$ cat src/rtl/norm_share_arbiter.sv
// Two-port round-robin arbiter feeding a shared two-stage normalizer.
// Results return a left-justified mantissa, leading-zero count and adjusted exponent.
module norm_share_arbiter #(
  parameter int EXP_W = 8,
  parameter int TAG_W = 4
) (
  input  logic             clk,
  input  logic             rst_n,
  input  logic             a_valid,
  output logic             a_ready,
  input  logic [31:0]      a_mant,
  input  logic [EXP_W-1:0] a_exp,
  input  logic [TAG_W-1:0] a_tag,
  input  logic             b_valid,
  output logic             b_ready,
  input  logic [31:0]      b_mant,
  input  logic [EXP_W-1:0] b_exp,
  input  logic [TAG_W-1:0] b_tag,
  output logic             out_valid,
  input  logic             out_ready,
  output logic             out_src,
  output logic [TAG_W-1:0] out_tag,
  output logic [31:0]      out_mant,
  output logic [EXP_W-1:0] out_exp,
  output logic [4:0]       out_lz,
  output logic             out_zero,
  output logic             out_uflow
);

  function automatic logic [4:0] lzc(input logic [31:0] m);
    logic [4:0] n;
    n = 5'd31;
    for (int i = 0; i < 32; i++) begin
      if (m[i]) n = 5'(31 - i);
    end
    return n;
  endfunction

  logic             ptr_r;  // 0 = A has priority, 1 = B
  logic             s1_valid_r;
  logic             s1_src_r;
  logic [TAG_W-1:0] s1_tag_r;
  logic [31:0]      s1_mant_r;
  logic [EXP_W-1:0] s1_exp_r;

  logic             out_valid_r;
  logic             out_src_r;
  logic [TAG_W-1:0] out_tag_r;
  logic [31:0]      out_mant_r;
  logic [EXP_W-1:0] out_exp_r;
  logic [4:0]       out_lz_r;
  logic             out_zero_r;
  logic             out_uflow_r;

  logic             grant_a_s;
  logic             grant_b_s;
  logic             s2_load_s;
  logic             s1_free_s;
  logic             a_ready_s;
  logic             b_ready_s;
  logic             a_hs_s;
  logic             b_hs_s;
  logic [4:0]       lz_s;
  logic             zero_s;
  logic [31:0]      norm_mant_s;
  logic [EXP_W-1:0] norm_exp_s;
  logic             uflow_s;

  // Arbitration and pipeline advance; a grant never looks at its own port's valid.
  always_comb begin
    grant_a_s = 1'b0;
    grant_b_s = 1'b0;
    if (ptr_r == 1'b0) begin
      grant_a_s = 1'b1;
      grant_b_s = ~a_valid;
    end else begin
      grant_b_s = 1'b1;
      grant_a_s = ~b_valid;
    end
    s2_load_s = s1_valid_r & (~out_valid_r | out_ready);
    s1_free_s = ~s1_valid_r | s2_load_s;
    a_ready_s = rst_n & s1_free_s & grant_a_s;
    b_ready_s = rst_n & s1_free_s & grant_b_s;
    a_hs_s    = a_valid & a_ready_s;
    b_hs_s    = b_valid & b_ready_s;
  end

  // Normalize the S1 operand; underflow clamps the exponent but keeps the mantissa normalized.
  always_comb begin
    lz_s        = lzc(s1_mant_r);
    zero_s      = (s1_mant_r == 32'd0);
    norm_mant_s = s1_mant_r << lz_s;
    norm_exp_s  = {EXP_W{1'b0}};
    uflow_s     = 1'b0;
    if (zero_s) begin
      norm_exp_s = {EXP_W{1'b0}};
      uflow_s    = 1'b0;
    end else if ({5'd0, s1_exp_r} >= {{EXP_W{1'b0}}, lz_s}) begin
      norm_exp_s = s1_exp_r - EXP_W'(lz_s);
      uflow_s    = 1'b0;
    end else begin
      norm_exp_s = {EXP_W{1'b0}};
      uflow_s    = 1'b1;
    end
  end

  // Pointer, S1 capture and S2 output register.
  always_ff @(posedge clk) begin
    if (!rst_n) begin
      ptr_r       <= 1'b0;
      s1_valid_r  <= 1'b0;
      s1_src_r    <= 1'b0;
      s1_tag_r    <= {TAG_W{1'b0}};
      s1_mant_r   <= 32'd0;
      s1_exp_r    <= {EXP_W{1'b0}};
      out_valid_r <= 1'b0;
      out_src_r   <= 1'b0;
      out_tag_r   <= {TAG_W{1'b0}};
      out_mant_r  <= 32'd0;
      out_exp_r   <= {EXP_W{1'b0}};
      out_lz_r    <= 5'd0;
      out_zero_r  <= 1'b0;
      out_uflow_r <= 1'b0;
    end else begin
      if (a_hs_s) begin
        ptr_r      <= 1'b1;
        s1_valid_r <= 1'b1;
        s1_src_r   <= 1'b0;
        s1_tag_r   <= a_tag;
        s1_mant_r  <= a_mant;
        s1_exp_r   <= a_exp;
      end else if (b_hs_s) begin
        ptr_r      <= 1'b0;
        s1_valid_r <= 1'b1;
        s1_src_r   <= 1'b1;
        s1_tag_r   <= b_tag;
        s1_mant_r  <= b_mant;
        s1_exp_r   <= b_exp;
      end else if (s2_load_s) begin
        s1_valid_r <= 1'b0;
      end else begin
        s1_valid_r <= s1_valid_r;
      end

      if (s2_load_s) begin
        out_valid_r <= 1'b1;
        out_src_r   <= s1_src_r;
        out_tag_r   <= s1_tag_r;
        out_mant_r  <= norm_mant_s;
        out_exp_r   <= norm_exp_s;
        out_lz_r    <= lz_s;
        out_zero_r  <= zero_s;
        out_uflow_r <= uflow_s;
      end else if (out_ready) begin
        out_valid_r <= 1'b0;
      end else begin
        out_valid_r <= out_valid_r;
      end
    end
  end

  assign a_ready   = a_ready_s;
  assign b_ready   = b_ready_s;
  assign out_valid = out_valid_r;
  assign out_src   = out_src_r;
  assign out_tag   = out_tag_r;
  assign out_mant  = out_mant_r;
  assign out_exp   = out_exp_r;
  assign out_lz    = out_lz_r;
  assign out_zero  = out_zero_r;
  assign out_uflow = out_uflow_r;

endmodule
$ cat config.mk
export PLATFORM = sky130hd
export DESIGN_NAME = norm_share_arbiter
export DESIGN_NICKNAME = d
export VERILOG_FILES = /design/src/rtl/norm_share_arbiter.sv
export SDC_FILE = /design/constraint.sdc
export NUM_CORES = 1
export LEC_CHECK = 0
export ABC_AREA = 1
export BUFFER_PORTS_ARGS = -buffer_cell sky130_fd_sc_hd__buf_2
export CORE_ASPECT_RATIO = 1.25
export CORE_UTILIZATION = 54
export DETAILED_ROUTE_END_ITERATION = 7
export GPL_ROUTABILITY_DRIVEN = 0
export PLACE_DENSITY_LB_ADDON = 0.05
export SLEW_MARGIN = 15
export SYNTH_ARGS = -nofsm -noshare
export SYNTH_HDL_FRONTEND = slang
export SYNTH_SLANG_ARGS = --single-unit
$ cat constraint.sdc
create_clock -name clk -period 4.9 [get_ports clk]
set_input_delay 0.49 -clock clk [delete_from_list [all_inputs] [get_ports clk]]
set_output_delay 0.49 -clock clk [all_outputs]
set_load 0.005 [all_outputs]
* Word level (Yosys, flattened, before mapping)
Cells that the tools add are included.
** Storage, ports and cells
- Output and inout port bits :: 55
- Bits in registers :: 100
- Logic and storage cells :: 85
- Input bits :: 93
** Operators by class
- Add/sub/neg operators :: 1
- Bitwise operators :: 13
- Shifts and indexed selects :: 1
- Reductions and logical operators :: 5
- Multiplexer cells :: 50
- Order comparisons :: 1
** Operators by type and width (number)
- 5-bit two-way mux :: 30
- 32-bit two-way mux :: 2
- 32-bit logical NOT :: 1
- 8-bit two-way mux :: 4
- 32-bit by 5-bit << shifter with 32-bit output :: 1
- 1-bit two-way mux :: 12
- 8-bit by 5-bit greater-or-equal comparator with 1-bit output :: 1
- 4-bit two-way mux :: 2
- 8-bit by 5-bit subtractor with 8-bit output :: 1
- 1-bit bitwise AND :: 6
- 1-bit inverter :: 5
- 2-bit nonzero test :: 2
- 3-bit nonzero test :: 1
- 1-bit bitwise OR :: 2
- 2-bit OR reduction :: 1

* Longest topological paths before layout
Gate-level depths: netlist (run 1).
- Word-level depth :: 34
- Mapped depth :: 42
- Mapped depth without buffers :: 41

* Least setup slack after synthesis (run 1)
Ideal clock, no wire load.
- Path kind :: register to register
- Start point :: reg s1_mant_r[1]
- End point :: reg out_exp_r[0], in the netlist out_exp[0]
- Arrival time :: 3.594 ns
- Slack :: 1.236 ns
- Stages on the path, launching flop included :: 40
- Setup time :: 0.070 ns
- Period minus slack after synthesis :: 3.664 ns
- Required time :: 4.830 ns
- Path buffers :: 1
- Cells stage by stage :: dfxtp_1 > nand2_1 > nand2_1 > nand2_1 > nand2_1 > nand2_1 > nand2_1 > nand2_1 > nand2_1 > nand2_1 > nand2_1 > nand2_1 > nand2_1 > nand2_1 > nand2_1 > nand2_1 > nand2_1 > nand2_1 > (+4 left out) > nand2_1 > nand2_1 > nand2_1 > nand2_1 > nand2_1 > nand2_2 > nand2_4 > nand2_4 > buf_6 > ha_1 > fa_1 > o21ai_0 > nand2_1 > o21a_1 > nor2_1 > inv_1 > or2_2 > a21oi_1
** On the way
- Word-level cells in the longest chain between the ends :: 34
- Elaborated cells between the ends (all ways) :: 36
- Classes of those cells :: add/sub (1); order compare (1); mux (33); reduce/logical (1)
** Ends and longest elaborated chain
- from (decl) :: RTL line 43 : logic [31:0] s1_mant_r;
- from (signal assigned) :: RTL line 130 : s1_mant_r <= a_mant;
- from (signal assigned) :: RTL line 137 : s1_mant_r <= b_mant;
- 1-bit two-way mux (*) :: RTL line 34 : if (m[i]) n = 5'(31 - i);
- 5-bit two-way mux (*) (30 in series) :: RTL line 34
- named net lz_s[0] :: RTL line 63 : logic [4:0] lz_s;
- 8-bit by 5-bit subtractor with 8-bit output or 8-bit by 5-bit greater-or-equal comparator with 1-bit output (tied branches) :: RTL line 99, 98
- 8-bit two-way mux (*) :: RTL line 98 : end else if ({5'd0, s1_exp_r} >= {{EXP_W{1'b0}}, lz_s}) begin
- 8-bit two-way mux (*) :: RTL line 95 : if (zero_s) begin
- to (signal assigned) :: RTL line 120 : out_exp_r <= {EXP_W{1'b0}};
- to (signal assigned) :: RTL line 150 : out_exp_r <= norm_exp_s;
- to (decl) :: RTL line 50 : logic [EXP_W-1:0] out_exp_r;
The timed path passes the listed nets; every way through them passes the cells marked *.
A chain may end at the register's enable or synchronous reset.

* Worst setup path after layout (run 1)
- Start point :: reg s1_mant_r[3]
- End point :: reg out_exp_r[0], in the netlist out_exp[0]
** On the way
- Word-level cells in the longest chain between the ends :: 32
- Elaborated cells between the ends (all ways) :: 34
- Classes of those cells :: add/sub (1); order compare (1); mux (31); reduce/logical (1)
** Ends and longest elaborated chain (RTL line)
- 5-bit two-way mux (29 in series) :: 34
- 8-bit by 5-bit subtractor with 8-bit output or 8-bit by 5-bit greater-or-equal comparator with 1-bit output (tied branches) :: 99, 98
- 8-bit two-way mux :: 98
- 8-bit two-way mux (*) :: 95
Mark *: on every way between the ends. The rest lies on a longest branch, timed or not.

==> impl_metrics.ini, run 1 <==
[grt]
grt_pass1_wl_mm = 29.4
grt.overflow.total = 0
grt_usage_pct = 30.6
grt_pass1_vias = 6181
grt_start_max_net_pins = 58
antenna_found_initial = 0

[worst_setup_path]
crit_fanout = 33
cp-endpoint = out_exp[0]
reg2reg_depth = 38
r2r-start = s1_mant_r[3]
startpoint = s1_mant_r[3]
critPathCaptureType = register
critPathBufInv = 2
crit_path_start_kind = register
crit_top_cell = nand2_1
arrival_ns = 4.43
critPathMaxStageDelay_ns = 0.42
slowest_stage = fa_1
regToRegEndpoint = out_exp[0]
worstPathRequired_ns = 5.19
path_delay_family = simple AND/OR/NAND/NOR gates
critical_path_class = register to register
cp.depth = 38
r2r_slack_ns = 0.76

[finish]
multi_input_area_um2 = 3560
drive_above_1_share_pct = 16.9
areaGrowthSynthToFinish_pct = 16.7
final_util_pct = 64.5
n_fill_cell = 1145
seq_area_um2 = 2000
nets = 1218
diodes = 0

[sta]
final.min_clock_period_ns = 4.14
rsz0062_at_grt = false
timing.fmax_mhz = 242
tns_ns = 0
setup_viol = 0
maxSlewHeadroom_pct = 28.9
hold_violations = 0
fin_crit_sh_pct = 84.5
slew_viol_final = 0
tightest_slew_ns = 1.07
worst_clock_skew_ns = 0.00937

[drt]
via_per_inst = 5.58
first_iter_violations = 465
dr.pass1.iters = 5
antenna_left = 0
totalWireLength_mm = 17.9
num_vias = 7019
wl_per_cell_um = 14.2
drc = 0

[clock_tree]
cts.clk_slew.worst_paths_ns = 0.08
cts_setup_buffers = 0
cts.htree.levels = 3
clock_tree.buffer_depth = 2
clock_latency_ns = 0.36
cts_root_buf = clkbuf_16
cts_resized = 0
cts_buffers = 9
cts_sinks = 100
cts-hold-fix-buffers = 0
cts_tree = built

[floorplanning]
dieWidth_um = 97.3
ioPinCount = 148
design.core.area_um2 = 11100
initial_core_util_pct = 55.3
die_area_um2 = 11800
fp.dieH_um = 121
num_rows = 43

[logic_synthesis]
synth_area_um2 = 6130
synthFlopType = dfxtp_1
synthCells = 1012
seq_area_frac_synth_pct = 32.7
avgSynthCellArea_um2 = 6.06
syn-num-nets = 1111
synth-async-reset-ratio_pct = 0
synth_edf_count = 0
synth_seq_cells = 100
yosysUniqueCellTypes = 34
ys_warn_count = 0

[power]
pwr_density_cell_nw_per_um2 = 388
combinationalPowerShare_pct = 40.6
leakage_nw = 3.48
p_switching_mw = 1.15
irDropWorstVdd_mv = 0.191
p_total_mw = 2.78
power_frac_seq_pct = 33.6
p_clk_share_pct = 25.7
internal_power_mw = 1.63
p_sw_share_pct = 41.5

[placed_design]
port_buffers = 147
hpwl_mm = 12.9

[run]
cap_violations = 0

[hold_path]
min_from = b_mant[23]
holdCritPathClass = primary input to register

[status]
status = complete, no violations
placed cells by master (no fill, tap or decap), types with 3 or more instances in the layout:
cell type / count
buf_2: 147
nand3_1: 221
inv_2: 3
a21oi_1: 90
dfxtp_1: 100
clkbuf_16: 9
inv_1: 75
nand4_1: 9
ha_1: 5
o21ai_0: 64
nand2_1: 230
or2_2: 4
nor4_1: 6
buf_4: 13
inv_6: 3
nor2_1: 116
worst reg2reg max path, delay by kind of cell (launching register included):
| kind | cells | cell delay (ns) |
|---|---|---|
| buffers and inverters | 2 | 0.20 |
| AND/OR/NAND/NOR | 31 | 2.26 |
| adder cells (fa/ha/maj) | 2 | 0.64 |
| flip-flops | 1 | 0.40 |
| AO/OA/AOI/OAI | 3 | 0.57 |
worst min-delay path by stage:
stage,slack [ns],end,depth (start not counted)
2_1_floorplan,0.43,out_src,2
4_1_cts,0.43,s1_tag_r[0],3
6_report,0.42,s1_mant_r[23],3
3_5_place_dp,0.45,out_mant[9],2
5_1_grt,0.45,s1_tag_r[1],3
3_3_place_gp,0.45,out_mant[10],2
logic make-up (layout without fill, tap and decap cells):
kind of cell	count (synthesis)	count (layout)	share of synthesized area (%)
buffers and inverters	144	256	9.39
AO/OA/AOI/OAI	165	165	13.9
flip-flops	100	100	32.7
AND/OR/NAND/NOR	594	594	42.3
XOR/XNOR	3	3	0.429
adder cells (fa/ha/maj)	6	6	1.35
power by group through the flow:
stage / Clock, mW / Sequential [mW] / Combinational, mW
2_1_floorplan: 0 / 0.944 / 0.839
3_3_place_gp: 0 / 0.949 / 1.11
3_5_place_dp: 0 / 0.952 / 1.11
4_1_cts: 0.719 / 0.933 / 1.12
5_1_grt: 0.746 / 0.943 / 1.28
6_report: 0.714 / 0.935 / 1.13
flip-flops by register name, summed over array words and instances, names as in the netlist:
name	count
out_exp	8
ptr_r	1
out_uflow	1
s1_valid_r	1
out_tag	4
out_lz	5
s1_mant_r	32
out_valid	1
out_zero	1
out_mant	32
s1_exp_r	8
out_src	1
s1_tag_r	4
s1_src_r	1
area by class of cell:
class | instances | area share, %
Timing Repair Buffer | 160 | 11.7
Multi-Input combinational cell | 768 | 49.7
Sequential cell | 100 | 28.0
Clock inverter | 7 | 0.927
Inverter | 80 | 4.20
Tap cell | 135 | 2.36
Clock buffer | 9 | 3.15
stage by stage:
| step | std cells | setup slack [ns] | hold slack [ns] | area (um2) |
|---|---|---|---|---|
| 2_1_floorplan | 1012 | 1.24 | 0.429 | 6130 |
| 3_3_place_gp | 1243 | 0.892 | 0.450 | 6860 |
| 3_5_place_dp | 1243 | 0.859 | 0.452 | 6860 |
| 4_1_cts | 1259 | 0.803 | 0.428 | 7150 |
| 5_1_grt | 1259 | 0.256 | 0.445 | 7150 |
| 6_report | 1259 | 0.761 | 0.423 | 7150 |
metal layers:
layer / routed length (um) / vias to the layer above / share of wire, % / track usage [%]
met2: 8350 / 270 / 47 / 50.2
met5: 0 / - / 0 / 0
met1: 8040 / 3149 / 45 / 40.9
li1: - / 3564 / - / -
met3: 920 / 36 / 5.1 / 3.69
met4: 573 / 0 / 3.2 / 12.9
Yosys cell counts, types with 5 or more instances:
cell	count	area [um2]
ha_1	5	62.6
nand2_1	230	863
inv_1	75	282
a21oi_1	90	450
o21ai_0	64	320
dfxtp_1	100	2000
nor4_1	6	37.5
clkbuf_1	52	195
nand3_1	221	1110
nand4_1	9	56.3
nor2_1	117	439
Power figures use the tool's default switching activity.
==> run 2, diff against run 1 <==
- ABC_AREA: 1 -> 0
- CORE_UTILIZATION: 54 -> 50
- clock period: 4.9 -> 3.8 ns (I/O delays scaled with it)
==> impl_metrics.ini, run 2 <==
[status]
status = complete, no violations

[logic_synthesis]
seq_area_frac_synth_pct = 30.6
ys_warn_count = 0
avgSynthCellArea_um2 = 7.63
synth-async-reset-ratio_pct = 0
syn-num-nets = 958
synthCells = 859
synth_top_area_cell = dfxtp_1
synthFlopType = dfxtp_1
synth_top_cell_area_share_pct = 30.6
synth_area_um2 = 6550
synth_common_cells = nand2_1, dfxtp_1, nor2_1
synth_seq_cells = 100
synth_most_common_cell = nand2_1
yosysUniqueCellTypes = 81
synthTopCellsByArea = dfxtp_1, nand2_1, a311oi_1
synth_edf_count = 0

[floorplanning]
fp.dieH_um = 130
design.core.area_um2 = 12700
num_rows = 46
initial_core_util_pct = 51.5
dieWidth_um = 104
die_area_um2 = 13600
ioPinCount = 148

[worst_setup_path]
slowest_stage = or4_1
critPathMaxStageDelay_ns = 0.70
regToRegEndpoint = out_exp[7]
reg2reg_depth = 10
crit_chain = or4_1 > nor2_1 > and4_1 > inv_2 > ha_1 > a211o_1 > or4_1 > nor2b_2 > a22oi_1 > nor2_1
r2r-start = s1_mant_r[28]
worstPathRequired_ns = 4.02
r2r_slack_ns = 0.33
critPathCaptureType = register
critical_path_class = register to register
arrival_ns = 3.70
crit_path_start_kind = register
crit_fanout = 8

[hold_path]
holdPathStages = 3
holdCritPathClass = primary input to register
min_from = a_exp[7]
min_to = s1_exp_r[7]

[power]
p_total_mw = 3.89
leakage_nw = 3.12
p_sw_share_pct = 40.2
pwr_density_cell_nw_per_um2 = 506
p_switching_mw = 1.56
p_clk_share_pct = 25.3
internal_power_mw = 2.33
combinationalPowerShare_pct = 41.8
power_frac_seq_pct = 32.9
irDropWorstVdd_mv = 0.264

[sta]
final.min_clock_period_ns = 3.47
worst_clock_skew_ns = 0.0104
fin_crit_sh_pct = 91.4
setup_viol = 0
maxSlewHeadroom_pct = 37.9
whs_ns = 0.300
rsz0062_at_grt = false
final.setup.worst_slack_ns = 0.327
tns_ns = 0
hold_violations = 0
tightest_slew_ns = 0.922
slew_viol_final = 0
timing.fmax_mhz = 288

[clock_tree]
cts-hold-fix-buffers = 0
clock_tree.buffer_depth = 2
clock_latency_ns = 0.35
cts_sinks = 100
cts.htree.levels = 3
cts.clk_slew.worst_paths_ns = 0.08
cts_root_buf = clkbuf_16
cts_buffers = 9
cts_setup_buffers = 0
cts_tree = built
cts_resized = 0

[finish]
areaGrowthSynthToFinish_pct = 17.5
diodes = 0
final_util_pct = 60.5
final_common_cell = buf_2
seq_area_um2 = 2000
fin_cells = 1131
drive_above_1_share_pct = 23.5
fin_area_um2 = 7690
n_fill_cell = 1180
multi_input_area_um2 = 4140
mostFrequentLayoutCells = buf_2, nand2_1, dfxtp_1
nets = 1057

[drt]
dr.pass1.iters = 5
first_iter_violations = 715
drc = 0
wl_per_cell_um = 19.3
via_per_inst = 6.38
antenna_left = 0
num_vias = 7214
totalWireLength_mm = 21.9

[grt]
antenna_found_initial = 0
grt_usage_pct = 32.0
grt.overflow.total = 0
grt_pass1_vias = 6589
grt_pass1_wl_mm = 34.7
grt_start_max_net_pins = 49

[placed_design]
dpl_cell_area_um2 = 7370
pre_cts_slack_ns = 0.361
hpwl_mm = 15.8
place_inst = 1115
port_buffers = 147

[run]
cap_violations = 0
## run 2: cell count changes in the layout (fill, tap and decap cells not counted), sizes merged, moves of 35 or more
cell	previous run	this run
inv	82	21
o21ai	65	30
mux2i	0	38
nand2	233	112
nand3	221	74
a311oi	0	47
a21oi	91	54
## run 2: cell families after synthesis
kind of cell / count (synthesis) / synth area share, %
simple gates: 342 / 23.9
buf+inv: 106 / 7.14
flops: 100 / 30.6
compound gates: 256 / 29.2
fa+ha+maj: 6 / 1.26
xor+xnor: 5 / 0.668
mux: 44 / 7.24
## run 2: area by class of cell
cell class	instances	area share (%)
clock inverters	7	1.24
flip-flops and latches	100	26.0
multi-input cells	653	53.8
inverters	18	0.911
repair buffers	176	12.4
well taps	168	2.73
clock buffers	9	2.93
## run 2: worst max-delay path: cells and delay by family (launching register included)
family                     cells  cell delay, ns
AOI/OAI and AO/OA              2            0.45
adders and majority gates      1            0.34
buffers and inverters          1            0.11
DFF                            1            0.37
and+or+nand+nor                6            2.07
## run 2: worst max path at each step
stage,from,end,cells past startpoint
floorplan,s1_mant_r[8],out_exp[4],18
global placement,s1_mant_r[28],out_exp[7],12
finish,s1_mant_r[28],out_exp[7],10
detailed placement,s1_mant_r[28],out_exp[7],12
global route,s1_mant_r[24],out_exp[7],14
CTS,s1_mant_r[28],out_exp[7],12
## run 2: power by group through the flow
stage / Sequential (mW) / Clock [mW] / Combinational [mW]
final: 1.28 / 0.985 / 1.63
after global placement: 1.29 / 0 / 1.57
after global routing: 1.29 / 1.04 / 1.75
after detailed placement: 1.30 / 0 / 1.58
after floorplan: 1.25 / 0 / 1.18
after CTS: 1.28 / 0.997 / 1.59
## run 2: metal layers
layer	GRT usage (%)	vias up	part of all wire, %
met5	0	-	0
met4	16.1	0	4.3
met3	4.85	70	7.7
met2	52.0	414	46
met1	41.5	3335	42
li1	-	3395	-
==> run 3, diff against run 2 <==
- CORE_UTILIZATION: 50 -> 34
- MAX_ROUTING_LAYER: not set -> met4
- clock period: 3.8 -> 4.2 ns (I/O delays scaled with it)
==> impl_metrics.ini, run 3 (synthesized netlist as in run 2, its figures left out) <==
[status]
status = complete, no violations

[worst_setup_path]
crit_path_start_kind = register
regToRegEndpoint = out_exp[6]
reg2reg_depth = 10
critical_path_class = register to register
r2r_slack_ns = 0.49
critPathCaptureType = register
crit_fanout = 11
r2r-start = s1_mant_r[31]
worstPathRequired_ns = 4.44
arrival_ns = 3.96

[finish]
nets = 1058
mostFrequentLayoutCells = buf_2, nand2_1, dfxtp_1
fin_cells = 1196
drive_above_1_share_pct = 23.0
n_fill_cell = 2023
seq_area_um2 = 2000
multi_input_area_um2 = 4100
areaGrowthSynthToFinish_pct = 18.1
final_common_cell = buf_2
fin_area_um2 = 7730
diodes = 0

[sta]
tns_ns = 0
worst_clock_skew_ns = 0.0108
whs_ns = 0.324
tightest_slew_ns = 0.982
timing.fmax_mhz = 269
setup_viol = 0
hold_violations = 0
slew_viol_final = 0
final.min_clock_period_ns = 3.71
fin_crit_sh_pct = 88.4
maxSlewHeadroom_pct = 33.9
rsz0062_at_grt = false

[run]
cap_violations = 0

[drt]
num_vias = 7009
totalWireLength_mm = 24.0
drc = 0
first_iter_violations = 577
dr.pass1.iters = 5
antenna_left = 0
wl_per_cell_um = 20.1
via_per_inst = 5.86

[clock_tree]
cts_sinks = 100
clock_tree.buffer_depth = 2
cts.clk_slew.worst_paths_ns = 0.08
cts_tree = built
cts_root_buf = clkbuf_16
cts.htree.levels = 3
cts-hold-fix-buffers = 0
clock_latency_ns = 0.37
cts_resized = 0
cts_buffers = 9
cts_setup_buffers = 0

[floorplanning]
num_rows = 56
fp.dieH_um = 157
die_area_um2 = 19800
design.core.area_um2 = 18800
ioPinCount = 148
initial_core_util_pct = 34.8
dieWidth_um = 126

[hold_path]
min_from = a_tag[0]
min_to = s1_tag_r[0]
holdCritPathClass = primary input to register
holdPathStages = 3

[placed_design]
dpl_cell_area_um2 = 7420
port_buffers = 147
hpwl_mm = 18.0
place_inst = 1180

[power]
p_clk_share_pct = 25.6
internal_power_mw = 2.11
p_switching_mw = 1.44
pwr_density_cell_nw_per_um2 = 459
combinationalPowerShare_pct = 41.6
p_sw_share_pct = 40.6
power_frac_seq_pct = 32.9
irDropWorstVdd_mv = 0.237
leakage_nw = 3.12

[grt]
grt_pass1_vias = 6583
grt_start_max_net_pins = 53
antenna_found_initial = 0
grt_pass1_wl_mm = 37.8
grt.overflow.total = 0
grt_usage_pct = 25.1
[run 3: metal layers]
metal	global-route usage (%)	vias to the layer above	routed length (um)
met5	-	-	0
met4	7.00	0	322
met2	40.3	253	11300
li1	-	3398	-
met1	33.6	3339	11300
met3	2.35	19	1060
[run 3: area by class of cell]
type,instances,area share [%]
Timing Repair Buffer,177,12.4
Clock buffer,10,3.09
Clock inverter,6,0.971
Sequential cell,100,25.9
Inverter,18,0.906
Tap cell,232,3.75
Multi-Input combinational cell,653,53.0
[run 3: worst max-delay path, cell delays in order, from the launching register on]
cell and delay (ns):
dfxtp_1 0.43, or4_1 0.72, nor2_1 0.34, and4_1 0.38
inv_2 0.12, ha_1 0.35, a211o_1 0.30, or4_1 0.50
nor2b_1 0.23, a22oi_1 0.16, nor2_1 0.05
[run 3: worst max path at each step]
stage / to / from / slack [ns]
floorplan: out_exp[4] / s1_mant_r[16] / 0.14
global placement: out_exp[7] / s1_mant_r[31] / 0.61
detailed placement: out_exp[5] / s1_mant_r[31] / 0.55
CTS: out_exp[3] / s1_mant_r[31] / 0.54
global route: out_exp[5] / s1_mant_r[26] / 0.25
finish: out_exp[6] / s1_mant_r[31] / 0.49
[run 3: power groups by stage]
stage	registers, mW	logic [mW]	clock network [mW]
2_1_floorplan	1.13	1.05	0
3_3_place_gp	1.18	1.47	0
3_5_place_dp	1.19	1.46	0
4_1_cts	1.17	1.46	0.921
5_1_grt	1.18	1.61	0.957
6_report	1.17	1.47	0.906
[run 3: stage by stage]
stage | power [mW] | setup WS, ns | utilization, %
after floorplan | 2.18 | 0.138 | -
after global placement | 2.66 | 0.605 | 39.4
after detailed placement | 2.65 | 0.548 | 39.4
after CTS | 3.55 | 0.541 | 41.0
after global routing | 3.75 | 0.251 | 41.0
final | 3.55 | 0.485 | 41.0
